`src/rtl/fp_add_pipe.sv`:
```
// Three-stage pipelined floating-point adder/subtractor for IEEE-754-style operands.
// Rounding is round-to-nearest-even, subnormals are flushed to zero, and the whole pipe stalls on output backpressure.
`timescale 1ns/1ps
module fp_add_pipe #(
  parameter int EXP_W = 8,
  parameter int MAN_W = 23
) (
  input  logic                   clk,
  input  logic                   rst,
  input  logic                   in_valid,
  output logic                   in_ready,
  input  logic                   op_sub,
  input  logic [EXP_W+MAN_W:0]   a,
  input  logic [EXP_W+MAN_W:0]   b,
  output logic                   out_valid,
  input  logic                   out_ready,
  output logic [EXP_W+MAN_W:0]   result,
  output logic                   overflow,
  output logic                   underflow,
  output logic                   invalid
);
  localparam int W   = 1 + EXP_W + MAN_W;
  localparam int SW  = MAN_W + 4;
  localparam int EW2 = EXP_W + 2;
  localparam logic [EXP_W-1:0]      EMAX   = '1;
  localparam logic [W-1:0]          QNAN   = {1'b0, EMAX, 1'b1, {(MAN_W-1){1'b0}}};
  localparam logic [31:0]           SH_LIM = 32'(MAN_W + 3);
  localparam logic signed [EW2-1:0] EZERO  = '0;
  localparam logic signed [EW2-1:0] EONE   = EW2'(1);
  localparam logic signed [EW2-1:0] EMAXS  = signed'({2'b00, EMAX});

  logic w_adv;
  assign w_adv    = !out_valid || out_ready;
  assign in_ready = w_adv;

  // S1: unpack, classify, order by magnitude
  logic             w_sa, w_sb, w_a_nan, w_b_nan, w_a_inf, w_b_inf, w_a_zero, w_b_zero, w_swap;
  logic [EXP_W-1:0] w_ea, w_eb;
  logic [W-2:0]     w_mag_a, w_mag_b;
  logic [MAN_W:0]   w_ma, w_mb;
  logic             w_spec, w_spec_inv;
  logic [W-1:0]     w_spec_res;

  assign w_sa     = a[W-1];
  assign w_sb     = b[W-1] ^ op_sub;
  assign w_ea     = a[W-2:MAN_W];
  assign w_eb     = b[W-2:MAN_W];
  assign w_a_zero = (w_ea == '0);
  assign w_b_zero = (w_eb == '0);
  assign w_a_nan  = (w_ea == EMAX) && (a[MAN_W-1:0] != '0);
  assign w_b_nan  = (w_eb == EMAX) && (b[MAN_W-1:0] != '0);
  assign w_a_inf  = (w_ea == EMAX) && (a[MAN_W-1:0] == '0);
  assign w_b_inf  = (w_eb == EMAX) && (b[MAN_W-1:0] == '0);
  assign w_mag_a  = w_a_zero ? '0 : a[W-2:0];
  assign w_mag_b  = w_b_zero ? '0 : b[W-2:0];
  assign w_ma     = w_a_zero ? '0 : {1'b1, a[MAN_W-1:0]};
  assign w_mb     = w_b_zero ? '0 : {1'b1, b[MAN_W-1:0]};
  assign w_swap   = (w_mag_b > w_mag_a);

  always_comb begin
    w_spec     = 1'b1;
    w_spec_inv = 1'b0;
    w_spec_res = '0;
    if (w_a_nan || w_b_nan) begin
      w_spec_res = QNAN;
    end else if (w_a_inf && w_b_inf) begin
      if (w_sa == w_sb) w_spec_res = {w_sa, EMAX, {MAN_W{1'b0}}};
      else begin
        w_spec_res = QNAN;
        w_spec_inv = 1'b1;
      end
    end else if (w_a_inf) begin
      w_spec_res = {w_sa, EMAX, {MAN_W{1'b0}}};
    end else if (w_b_inf) begin
      w_spec_res = {w_sb, EMAX, {MAN_W{1'b0}}};
    end else if (w_a_zero && w_b_zero) begin
      // two zeros only stay negative when both are negative
      w_spec_res = {w_sa & w_sb, {(W-1){1'b0}}};
    end else begin
      w_spec = 1'b0;
    end
  end

  logic             r1_valid, r1_sx, r1_sy, r1_spec, r1_spec_inv;
  logic [EXP_W-1:0] r1_ex, r1_d;
  logic [MAN_W:0]   r1_mx, r1_my;
  logic [W-1:0]     r1_spec_res;

  always_ff @(posedge clk) begin
    if (rst) begin
      r1_valid <= 1'b0;
    end else if (w_adv) begin
      r1_valid    <= in_valid;
      r1_sx       <= w_swap ? w_sb : w_sa;
      r1_sy       <= w_swap ? w_sa : w_sb;
      r1_ex       <= w_swap ? w_eb : w_ea;
      r1_d        <= w_swap ? (w_eb - w_ea) : (w_ea - w_eb);
      r1_mx       <= w_swap ? w_mb : w_ma;
      r1_my       <= w_swap ? w_ma : w_mb;
      r1_spec     <= w_spec;
      r1_spec_inv <= w_spec_inv;
      r1_spec_res <= w_spec_res;
    end
  end

  // S2: align smaller significand with guard/round/sticky, then add or subtract
  logic [2*SW-1:0] w_sh;
  logic [SW-1:0]   w_al;
  logic [SW:0]     w_sum;

  assign w_sh = {r1_my, 3'b000, {SW{1'b0}}} >> r1_d;

  always_comb begin
    if (32'(r1_d) >= SH_LIM) w_al = {{(SW-1){1'b0}}, |r1_my};
    else                     w_al = {w_sh[2*SW-1:SW+1], w_sh[SW] | (|w_sh[SW-1:0])};
    if (r1_sx ^ r1_sy) w_sum = {1'b0, r1_mx, 3'b000} - {1'b0, w_al};
    else               w_sum = {1'b0, r1_mx, 3'b000} + {1'b0, w_al};
  end

  logic             r2_valid, r2_sign, r2_spec, r2_spec_inv;
  logic [EXP_W-1:0] r2_exp;
  logic [SW:0]      r2_sum;
  logic [W-1:0]     r2_spec_res;

  always_ff @(posedge clk) begin
    if (rst) begin
      r2_valid <= 1'b0;
    end else if (w_adv) begin
      r2_valid    <= r1_valid;
      r2_sign     <= r1_sx;
      r2_exp      <= r1_ex;
      r2_sum      <= w_sum;
      r2_spec     <= r1_spec;
      r2_spec_inv <= r1_spec_inv;
      r2_spec_res <= r1_spec_res;
    end
  end

  // S3: normalize, round to nearest even, pack
  logic [EW2-1:0]        w_lz;
  logic signed [EW2-1:0] w_exp_n, w_exp_f;
  logic [SW-1:0]         w_norm;
  logic                  w_rup;
  logic [MAN_W+1:0]      w_mant_r;
  logic [MAN_W-1:0]      w_frac;
  logic [W-1:0]          w_res;
  logic                  w_ovf, w_unf, w_inv;

  always_comb begin
    w_lz = '0;
    for (int unsigned i = 0; i < SW; i++)
      if (r2_sum[i]) w_lz = EW2'(SW - 1 - i);
    if (r2_sum[SW]) begin
      w_norm  = {r2_sum[SW:2], r2_sum[1] | r2_sum[0]};
      w_exp_n = signed'({2'b00, r2_exp}) + EONE;
    end else begin
      w_norm  = r2_sum[SW-1:0] << w_lz;
      w_exp_n = signed'({2'b00, r2_exp}) - signed'(w_lz);
    end
    w_rup    = w_norm[2] & (w_norm[1] | w_norm[0] | w_norm[3]);
    w_mant_r = {1'b0, w_norm[SW-1:3]} + {{(MAN_W+1){1'b0}}, w_rup};
    if (w_mant_r[MAN_W+1]) begin
      w_exp_f = w_exp_n + EONE;
      w_frac  = w_mant_r[MAN_W:1];
    end else begin
      w_exp_f = w_exp_n;
      w_frac  = w_mant_r[MAN_W-1:0];
    end
    w_res = '0;
    w_ovf = 1'b0;
    w_unf = 1'b0;
    w_inv = 1'b0;
    if (r2_spec) begin
      w_res = r2_spec_res;
      w_inv = r2_spec_inv;
    end else if (r2_sum == '0) begin
      w_res = '0;
    end else if (w_exp_n <= EZERO) begin
      w_res = {r2_sign, {(W-1){1'b0}}};
      w_unf = 1'b1;
    end else if (w_exp_f >= EMAXS) begin
      w_res = {r2_sign, EMAX, {MAN_W{1'b0}}};
      w_ovf = 1'b1;
    end else begin
      w_res = {r2_sign, w_exp_f[EXP_W-1:0], w_frac};
    end
  end

  always_ff @(posedge clk) begin
    if (rst) begin
      out_valid <= 1'b0;
      result    <= '0;
      overflow  <= 1'b0;
      underflow <= 1'b0;
      invalid   <= 1'b0;
    end else if (w_adv) begin
      out_valid <= r2_valid;
      result    <= w_res;
      overflow  <= w_ovf;
      underflow <= w_unf;
      invalid   <= w_inv;
    end
  end
endmodule

```
`config.mk`:
```
export PLATFORM = sky130hd
export DESIGN_NAME = fp_add_pipe
export DESIGN_NICKNAME = d
export VERILOG_FILES = /design/src/rtl/fp_add_pipe.sv
export SDC_FILE = /design/constraint.sdc
export NUM_CORES = 1
export LEC_CHECK = 0
export BUFFER_PORTS_ARGS = -buffer_cell sky130_fd_sc_hd__buf_2
export CAP_MARGIN = 20
export CORE_MARGIN = 3
export CORE_UTILIZATION = 30
export DETAILED_ROUTE_END_ITERATION = 10
export GPL_TIMING_DRIVEN = 0
export PLACE_DENSITY_LB_ADDON = 0.3
export SLEW_MARGIN = 20
export SYNTH_ARGS = -nofsm -noshare
export SYNTH_HDL_FRONTEND = slang
export SYNTH_SLANG_ARGS = --single-unit
export TNS_END_PERCENT = 30
```
`constraint.sdc`:
```
create_clock -name clk -period 18.2 [get_ports clk]
set_input_delay 1.82 -clock clk [delete_from_list [all_inputs] [get_ports clk]]
set_output_delay 1.82 -clock clk [all_outputs]
set_load 0.01 [all_outputs]
```
# ---- Word level (Yosys, flattened, before mapping)
# Index checks and enable logic that the tools add are counted.
dict set report word_totals {
  input_bits 69
  output_inout_bits 37
  wordCells 132
  mem_bits_ro 0
  ramBits 0
  reg_bits 209
  latchBits 0
  memories 0
}
dict set report classes {
  n_div 0
  add_sub_neg 8
  multipliers 0
  magnitude_cmp 4
  muxes 62
  n_reduce_logical 21
  bitwise 10
  n_eq_ne 3
  shift 2
}
# cell n
set ops {}
lappend ops {{2-to-1 mux 10 bit} 28}
lappend ops {{2-to-1 mux 32 bit} 7}
lappend ops {{2-to-1 mux 31 bit} 4}
lappend ops {{2-to-1 mux 24 bit} 4}
lappend ops {{2-to-1 mux 27 bit} 2}
lappend ops {{right shift 54 x 8 -> 54 bit} 1}
lappend ops {{logical NOT 23 bit} 2}
lappend ops {{nonzero test 23 bit} 2}
lappend ops {{greater-than comparator 31 bit} 1}
lappend ops {{adder 27 x 27 -> 28 bit} 1}
lappend ops {{logical NOT 28 bit} 1}
lappend ops {{2-to-1 mux 28 bit} 1}
lappend ops {{subtractor 27 x 27 -> 28 bit} 1}
lappend ops {{OR reduction 27 bit} 1}
lappend ops {{<< shifter 27 x 10 -> 27 bit} 1}
lappend ops {{adder 24 x 1 -> 25 bit} 1}
lappend ops {{OR reduction 24 bit} 1}
lappend ops {{2-to-1 mux 23 bit} 1}
lappend ops {{equality test 8 bit, second input constant} 2}
lappend ops {{logical NOT 8 bit} 2}
lappend ops {{2-to-1 mux 8 bit} 2}
lappend ops {{subtractor 8 bit} 2}
lappend ops {{2-to-1 mux 1 bit} 12}
lappend ops {{adder 10 x 2 -> 10 bit, second input constant} 1}
lappend ops {{17 further kinds} 29}

# ---- Longest topological paths before layout
dict set report depth {
  word_depth 39
  ltp_mapped 27
  mapped_depth_nobuf 24
}

# ---- Least setup slack after synthesis
# OpenSTA, ideal clock, no wires.
dict set report synth_timing {
  path_kind {input -> register}
  startpoint {in out_ready}
  endpoint {reg result[23]}
  cell_stages 5
  slack_ps 10320
  t_arrival_ps 7787
  required_time_ps 18107
  setup_time_ps 93
  path_buffers 1
  path_cell_list {nor2b_1 clkbuf_1 nor2_1 a32oi_2 o21ai_0}
}
dict set report synth_via {
  elab_chain_cells 1
}
# item line_no
set synth_rtl {}
lappend synth_rtl {{start, declared} 16} ;# input logic out_ready,
lappend synth_rtl {{logical OR 1 bit} 33} ;# assign w_adv = !out_valid || out_ready;
lappend synth_rtl {{end signal, assigned} 198} ;# result <= w_res;
lappend synth_rtl {{end, declared} 17} ;# output logic [EXP_W+MAN_W:0] result,
# Every way passes these cells.
# A chain may end at the register's enable or synchronous reset.

# ---- Final worst setup path
dict set report layout_timing {
  startpoint {in a[27]}
  endpoint {reg r1_my[17], data pin}
}
dict set report layout_via {
  elab_chain_cells 4
  elab_cells_between_ends 5
  cone_classes {order compare: 1; mux: 3; reduce/logical: 1}
}
# item line_no
set layout_rtl {}
lappend layout_rtl {{start, declared} 13} ;# input logic [EXP_W+MAN_W:0] a,
lappend layout_rtl {{logical NOT 8 bit} 48} ;# assign w_a_zero = (w_ea == '0);
lappend layout_rtl {{2-to-1 mux 31 bit} 54} ;# assign w_mag_a = w_a_zero ? '0 : a[W-2:0];
lappend layout_rtl {{greater-than comparator 31 bit} 58} ;# assign w_swap = (w_mag_b > w_mag_a);
lappend layout_rtl {{2-to-1 mux 24 bit *} 99} ;# r1_my <= w_swap ? w_ma : w_mb;
lappend layout_rtl {{end signal, assigned} 99}
lappend layout_rtl {{end, declared} 86} ;# logic [MAN_W:0] r1_mx, r1_my;
# Mark *: on every way between the ends. The rest lies on a longest branch, timed or not.

==> flow_metrics.tcl <==
set metrics [dict create \
    setup-violations-final 0 \
    ys_warn_count 0 \
    peakVddDrop_uv 53.1 \
    crit_path_end_kind "flop" \
    cts_tree "built" \
    root_buffer "clkbuf_16" \
    drt_iter0_drc 1234 \
    synth-edff-count 113 \
    yosysMostFrequentCell "nand2_1" \
    cts_sinks 151 \
    ioPinCount 106 \
    yosys.cell_types.count 92 \
    cts_buffers 17 \
    critical_path_class "primary input to flop" \
    hp-class "flop to flop" \
    leakage_nw 6.82 \
    synth_flop_cell "edfxtp_1" \
    ys_top_cells_by_count "224 x nand2_1, 151 x o21ai_0, 126 x inv_1" \
    synth_top_area_share_pct 23.2 \
    postCtsSetupRepairBufs 0 \
    cts_hold_buf 0 \
    grt_max_degree 30 \
    clkSlewWorstSetupHoldPaths_ns 0.06 \
    yosysSeqAreaShare_pct 28.4 \
    slowest_delay_ns 0.87 \
    cp.required_ns 18.39 \
    grt_pass1_vias 14162 \
    path_delay_family "buffers and inverters" \
    reg2reg_slack_ns 11.80 \
    fin_crit_ns 6.76 \
    drive_above_1_share_pct 11.0 \
    avgSynthCellArea_sq_um 7.96 \
    vias 14838 \
    post_cts_resized 0 \
    core_sq_mm 0.0479 \
    yosys.area.top_type "edfxtp_1" \
    clock_tree.buffer_depth 2 \
    drc 0 \
    max_freq_ghz 0.148 \
    rows 80 \
    port_buffers 105 \
    final.setup.tns_ns 0 \
    grt_pass1_wl_um 82100 \
    synthTopCellsByArea "edfxtp_1 23%, ha_1 9.1%, nand2_1 5.8%, dfxtp_1 5.2%, o21ai_0 5.2%" \
    track_usage_pct 20.4 \
    gp_congestion 0.935 \
    syn-num-nets 2015 \
    routedWlPerCell_um 20.5 \
    overflow 0 \
    synthCells 1836 \
    dieHeight_um 227 \
    crit_chain "buf_2, nor4_1, nand2_1, clkbuf_1, buf_1, nand2_1, ha_1, nor2b_1, o21a_1, o21a_1, o21a_1, o21ai_0, nand2b_1, a21oi_1, o21ai_0, a221oi_1, nand2b_1, a31oi_1, clkbuf_1, buf_1, nand3_1, o21ai_0" \
    crit_slowest_cell "a31oi_1" \
    cp_max_fo 10 \
    fp.dieArea_sq_mm 0.0514 \
    diodes 0 \
    arrival_ns 6.94 \
    rsz0062_at_grt "false" \
    finClkSkew_ns 0.00979 \
    synth-seq-cells 151 \
    synthArstFlopShare_pct 0 \
    worst_slew_pin_slew_ns 1.09 \
    start_util_pct 30.5 \
    start_kind "primary input" \
    clk_latency_ns 0.46 \
    utilization_pct 34.6 \
    nets 2143 \
    area_growth_pct 13.4 \
    htree_levels 4 \
    drt_pass1_iterations 6 \
    fillCellCount 5025 \
    ant_nets 0 \
    cellPowerDensity_mw_per_mm2 85.5 \
    dp_hpwl_um 43000 \
    wl_um 53200 \
    drv_slew 0 \
    avgViaCountPerCell 5.73 \
    drv_cap 0 \
    syn_area_sq_mm 0.0146 \
    slew_headroom_pct 26.9 \
    dieWidth_um 227 \
    antenna_found_initial 0 \
    path_buf_inv 5 \
    finalCritPeriodShare_pct 37.1 \
    final_hold_viol_count 0 \
    finalPower_mw 1.42 \
    status "finished clean" \
]
==> area by class of cell <==
cell class	instances	area, sq um	area share, %
Inverter	130	490	2.96
Multi-Input combinational cell	1452	9550	57.7
Clock inverter	13	119	0.718
Timing Repair Buffer	109	613	3.70
Sequential cell	151	4150	25.1
Clock buffer	18	429	2.59
Tap cell	615	769	4.65
Buffer	103	440	2.66
==> routing by layer <==
layer  wire [um]  part of all wire, %  up-vias  global-route usage [%]
met5           0                    0        -                       0
met1       23800                   45     7076                    27.3
met4        1790                  3.4        0                    7.99
met2       24400                   46      606                    33.1
li1            -                    -     7047                       -
met3        3180                  6.0      109                    3.42
==> stage by stage <==
step / setup slack [ns] / hold WS [ns] / std cells / instance area (sq um)
floorplan: 10.32 / 0.400 / 1836 / 14600
global placement: 7.80 / 0.408 / 2556 / 15900
detailed placement: 11.05 / 0.405 / 2560 / 16000
CTS: 11.48 / 0.415 / 2591 / 16600
global route: 11.02 / 0.424 / 2591 / 16600
finish: 11.44 / 0.414 / 2591 / 16600
==> worst paths after layout <==
kind	from	endpoint	cells after the start
worst max-delay path	a[27]	r1_my[17]	22
worst min-delay path	r1_ex[3]	r2_exp[3]	0
worst max register to register	r1_d[0]	r2_sum[25]	24
worst min register to register	r1_ex[3]	r2_exp[3]	0
==> cells by family after synthesis <==
logic type	synth area share, %
adder cells (fa/ha/maj)	9.62
XOR/XNOR	3.90
AND/OR/NAND/NOR	22.5
AO/OA/AOI/OAI	24.2
buffers and inverters	6.37
multiplexers	5.03
flip-flops	28.4
==> where the power goes <==
group,internal [mW],switching (mW)
clock,0.188,0.149
sequential,0.425,0.0569
combinational,0.211,0.385
total,0.825,0.591
==> flip-flops by register name, indices dropped and copies added (netlist names), 8 cells and up <==
signal / count
result: 32
r1_d: 8
r2_sum: 28
r2_exp: 8
r1_ex: 8
r1_my: 24
r1_mx: 24
==> layout by cell type, fill, tap and decap left out, types with 14 or more instances in the layout <==
master       n
nor2_1     104
o21ai_1     15
and2_1      15
a21o_1      31
edfxtp_1   113
a211oi_1    15
buf_2      124
clkbuf_1    70
nor4_1      37
inv_1      126
a21oi_1     92
o21ai_0    151
nand4_1     28
ha_1       106
nand2_1    224
nand2b_1    26
xnor2_1     42
nor2b_1     22
nor3_1      46
dfxtp_1     38
clkbuf_16   17
o211ai_1    19
a31oi_1     17
a22o_1      14
nand3_1    114
xor2_1      21
mux2i_1     45
o22ai_1     28
Power figures use the tool's default switching activity.
